==> src/rtl/bcd_convert_param.sv <==
// Sequential binary-to-BCD converter (double dabble) with start/busy/done handshake.
// Define BCD_CONVERT_SIGNED_EN to treat bin_in as two's complement and report the sign on neg.
module bcd_convert_param #(
  parameter int unsigned BIN_W  = 8,
  parameter int unsigned DIGITS = 3
) (
  input  logic                  clk,
  input  logic                  rst_n,
  input  logic                  start,
  input  logic [BIN_W-1:0]      bin_in,
  output logic                  busy,
  output logic                  done,
  output logic [4*DIGITS-1:0]   bcd_out,
  output logic                  ovf,
  output logic                  neg
);

  localparam int unsigned BcdW = 4 * DIGITS;
  localparam int unsigned CntW = (BIN_W > 2) ? $clog2(BIN_W) : 1;

  typedef enum logic [0:0] {StIdle, StConvert} state_e;

  state_e            state_q;
  logic [BIN_W-1:0]  shift_q;
  logic [BcdW-1:0]   scratch_q;
  logic              ovf_scr_q;
  logic [CntW-1:0]   cnt_q;
  logic              busy_q, done_q, ovf_q;
  logic [BcdW-1:0]   bcd_q;

  logic [BcdW-1:0]   adj;
  logic [BcdW-1:0]   scr_next;
  logic [BIN_W-1:0]  shift_next;
  logic              carry;
  logic [BIN_W-1:0]  load_val;

  // Add-3 is confined to each nibble; the following shift carries into the next digit.
  always_comb begin
    adj = scratch_q;
    for (int d = 0; d < int'(DIGITS); d++) begin
      if (scratch_q[4*d +: 4] > 4'd4) adj[4*d +: 4] = scratch_q[4*d +: 4] + 4'd3;
    end
  end

  assign {carry, scr_next, shift_next} = {adj, shift_q, 1'b0};

`ifdef BCD_CONVERT_SIGNED_EN
  logic neg_hold_q, neg_q;
  // Most-negative input wraps to itself, which read unsigned is the correct magnitude.
  assign load_val = bin_in[BIN_W-1] ? (~bin_in + BIN_W'(1)) : bin_in;
  assign neg      = neg_q;

  always_ff @(posedge clk or negedge rst_n) begin
    if (!rst_n) begin
      neg_hold_q <= 1'b0;
      neg_q      <= 1'b0;
    end else begin
      if (state_q == StIdle && start) neg_hold_q <= bin_in[BIN_W-1];
      if (state_q == StConvert && cnt_q == '0) neg_q <= neg_hold_q;
    end
  end
`else
  assign load_val = bin_in;
  assign neg      = 1'b0;
`endif

  always_ff @(posedge clk or negedge rst_n) begin
    if (!rst_n) begin
      state_q   <= StIdle;
      shift_q   <= '0;
      scratch_q <= '0;
      ovf_scr_q <= 1'b0;
      cnt_q     <= '0;
      busy_q    <= 1'b0;
      done_q    <= 1'b0;
      ovf_q     <= 1'b0;
      bcd_q     <= '0;
    end else begin
      done_q <= 1'b0;
      unique case (state_q)
        StIdle: begin
          if (start) begin
            shift_q   <= load_val;
            scratch_q <= '0;
            ovf_scr_q <= 1'b0;
            cnt_q     <= CntW'(BIN_W - 1);
            busy_q    <= 1'b1;
            state_q   <= StConvert;
          end
        end
        StConvert: begin
          scratch_q <= scr_next;
          shift_q   <= shift_next;
          ovf_scr_q <= ovf_scr_q | carry;
          if (cnt_q == '0) begin
            bcd_q   <= scr_next;
            ovf_q   <= ovf_scr_q | carry;
            done_q  <= 1'b1;
            busy_q  <= 1'b0;
            state_q <= StIdle;
          end else begin
            cnt_q <= cnt_q - 1'b1;
          end
        end
        default: state_q <= StIdle;
      endcase
    end
  end

  assign busy    = busy_q;
  assign done    = done_q;
  assign bcd_out = bcd_q;
  assign ovf     = ovf_q;

endmodule
==> config.mk <==
export PLATFORM = sky130hd
export DESIGN_NAME = bcd_convert_param
export DESIGN_NICKNAME = d
export VERILOG_FILES = /design/src/rtl/bcd_convert_param.sv
export SDC_FILE = /design/constraint.sdc
export NUM_CORES = 1
export LEC_CHECK = 0
export ABC_AREA = 1
export CAP_MARGIN = 20
export CORE_ASPECT_RATIO = 0.8
export CORE_MARGIN = 1
export CORE_UTILIZATION = 43
export DETAILED_ROUTE_END_ITERATION = 10
export PLACE_DENSITY_LB_ADDON = 0.2
export SLEW_MARGIN = 20
export SYNTH_ARGS = -nofsm -noshare
export SYNTH_HDL_FRONTEND = slang
export SYNTH_SLANG_ARGS = --single-unit
==> constraint.sdc <==
create_clock -name clk -period 3.8 [get_ports clk]
set_clock_uncertainty 0.05 [all_clocks]
set_input_delay 0.76 -clock clk [delete_from_list [all_inputs] [get_ports clk]]
set_output_delay 0.76 -clock clk [all_outputs]
set_load 0.02 [all_outputs]
==> flow_summary_export.csv <==
group,metric,value,unit
drt,drt-initial-drc-count,93,
synthesis,ys_seq_area_share,51.45,%
min_path,hold_path_startpoint,"bcd_out[11]$_DFFE_PN0P_",
pwr,power.share.switching,43.44,%
finish,syn_to_final_growth,18.71,%
global_route,grt_pass1_vias,1508,
finish,layout_commonest_cell,"nand2_1",
drt,routed_wl,3760,um
cts,cts_inserted_buffers,5,
place,io_buffer_count,25,
critical_path,critPathTopFamily,"buffers and inverters",
pwr,power-per-cell-area,902.5,nW/um^2
sta,slew_viol_final,0,
synthesis,yosysWarningCount,0,
die,die_w,77.21,um
critical_path,startpoint_type,"register",
finish,mostFrequentLayoutCells,"90 x nand2_1, 40 x dfrtp_1, 30 x nand3_1, 24 x clkdlybuf4s50_1, 20 x inv_1",
critical_path,cp-end-kind,"output pin",
drt,drc_errors,0,
global_route,grt_usage,19.16,%
cts,cts_root_buffer,"clkbuf_8",
critical_path,crit_required,2.99,ns
finish,seq_area,1001,um^2
critical_path,rr_worst_depth,5,
sta,tightest_slew,0.8901,ns
cts,clock-sinks,40,
place,placed_cell_area,2217,um^2
finish,n_antenna_cell,0,
die,dieArea,4799,um^2
min_path,min_path_type,"register to register",
pwr,pwr-share-comb,48.9,%
die,core-area,4257,um^2
sta,relSlewSlack,40.66,%
finish,fin_nets,277,
cts,cts_max_path_buffers,2,
critical_path,cpPeakStageDelay,0.61,ns
drt,drtPass1Iterations,4,
pwr,clkPwrFrac,14.1,%
pwr,leakage,1.168,nW
synthesis,synthCells,232,
synthesis,ys_seq_elements,40,
finish,multiInputGateArea,813.3,um^2
critical_path,worstReg2RegStart,"state_q$_DFF_PN0_",
global_route,grt-ovfl-total,0,
finish,post_route_cells_drive_above_1_share,7.336,%
die,floorplan.initialDensity,45.71,%
synthesis,yosys.cell_types.count,22,
cts,htreeDepth,2,
die,num_rows,21,
sta,fin_crit_sh,54.74,%
critical_path,timing.reg2reg.setup_slack,1.78,ns
cts,clkSlewWorstSetupHoldPaths,0.08,ns
drt,drtAntennaViolNets,0,
critical_path,path_buf_inv,1,
sta,max_freq,480.7,MHz
finish,final_cells,316,
sta,tns,0,ns
synthesis,syn-num-nets,251,
cts,clk_latency,0.30,ns
synthesis,syn_area,1946,um^2
pwr,fin_total_pwr,2.084,mW
cts,postCtsSetupBuffers,0,
global_route,antenna_found_initial,0,
cts,holdBufCountCts,0,
pwr,internal_power,1.179,mW
finish,stdcell_area,2310,um^2
place,dp.cells,308,
sta,final-hold-violation-count,0,
critical_path,critical-path-slowest-cell,"clkdlybuf4s50_1",
min_path,hold_path_depth,2,
die,io_pins,27,
place,dp_hpwl,2559,um
drt,wl_per_cell,11.90,um
cts,cts_tree,"built",
sta,rsz0062_at_grt,"false",
place,gp_congestion,0.8411,
global_route,grt_pass1_wl,7024,um
min_path,holdPathEnd,"bcd_out[11]$_DFFE_PN0P_",
drt,vias,1509,
global_route,grt_max_degree,41,
sta,fin_crit,2.080,ns
synthesis,avgSynthCellArea,8.386,um^2
sta,setup_viol,0,
finish,num-fill-cells,401,
critical_path,path_max_fanout,2,
pwr,seqPwrFrac,37.0,%
cts,post_cts_resized,0,
outcome,status,"finished clean",
flow_run,cap_violations,0,
critical_path,worstReg2RegEnd,"cnt_q[2]$_DFFE_PN0P_",
critical_path,crit_type,"register to output pin",
drt,viasPerCell,4.775,
pwr,switchingPower,0.9054,mW
sta,hold-worst-slack,0.4344,ns
critical_path,worstPathArrival,1.27,ns
die,die_y,62.17,um
critical_path,worstPathCellList,"clkdlybuf4s50_1",
pwr,ir_drop,0.4682,mV
==> registers in the layout, indices dropped and copies added, names as in the netlist, 3 cells and up <==
signal     flops
bcd_out       12
scratch_q     12
shift_q        8
cnt_q          3
==> synthesized netlist by cell type <==
cell | count | share of area [%]
nor2_4 | 2 | 1.2
nand3_1 | 30 | 7.7
buf_6 | 2 | 1.2
buf_4 | 1 | 0.39
o21ai_0 | 12 | 3.1
a22o_1 | 1 | 0.45
dfrtp_1 | 40 | 51
buf_2 | 3 | 0.77
nand2_1 | 90 | 17
ha_1 | 8 | 5.1
inv_1 | 20 | 3.9
xnor2_1 | 3 | 1.4
o211ai_1 | 3 | 1.2
conb_1 | 1 | 0.19
inv_2 | 3 | 0.58
nand3_2 | 1 | 0.51
o21ai_2 | 2 | 0.90
a22oi_1 | 1 | 0.39
nor2_1 | 6 | 1.2
nand2_2 | 1 | 0.32
o22ai_1 | 1 | 0.32
nand2_4 | 1 | 0.58
==> kinds of logic after synthesis <==
family          count (synthesis)  synth area share [%]
simple gates                  131                 28.81
flops                          40                 51.45
buf+inv                        29                 6.752
compound gates                 20                 6.303
fa+ha+maj                       8                 5.145
xor+xnor                        3                 1.351
other cells                     1                0.1927
==> power groups by stage <==
stage                     clock, mW  combinational, mW  sequential (mW)
after global placement            0               1.01            0.775
after CTS                     0.307               1.04            0.773
after floorplan                   0              0.693            0.816
final                         0.294               1.02            0.770
after detailed placement          0               1.03            0.779
after global routing          0.325               1.19            0.800
==> metrics by stage <==
step,utilization (%),setup WS (ns)
after detailed placement,52.09,1.474
after global placement,52.09,1.528
after global routing,54.26,1.529
final,54.26,1.720
after floorplan,-,2.390
after CTS,54.26,1.658
==> metal layers <==
metal	part of all wire (%)	GRT usage [%]
met1	51	25.81
met2	43	28.76
met3	3.5	4.412
met4	2.2	9.906
met5	0	0
==> layout make-up <==
cell class,instances,area share [%]
Timing Repair Buffer,25,10.62
Multi-Input combinational cell,163,35.21
Clock buffer,6,3.575
Inverter,23,3.738
Sequential cell,40,43.34
Tap cell,57,3.088
Clock inverter,2,0.4334
==> worst max-delay path by stage <==
stage	cells past startpoint	endpoint	start	slack, ns
floorplan	6	cnt_q[2]$_DFFE_PN0P_	start	2.39
global placement	7	cnt_q[2]$_DFFE_PN0P_	start	1.53
detailed placement	7	cnt_q[2]$_DFFE_PN0P_	start	1.47
CTS	5	cnt_q[2]$_DFFE_PN0P_	state_q$_DFF_PN0_	1.66
global route	5	cnt_q[0]$_DFFE_PN0P_	state_q$_DFF_PN0_	1.53
finish	1	bcd_out[4]	bcd_out[4]$_DFFE_PN0P_	1.72
Note: power is estimated with default switching activity, not from simulation.
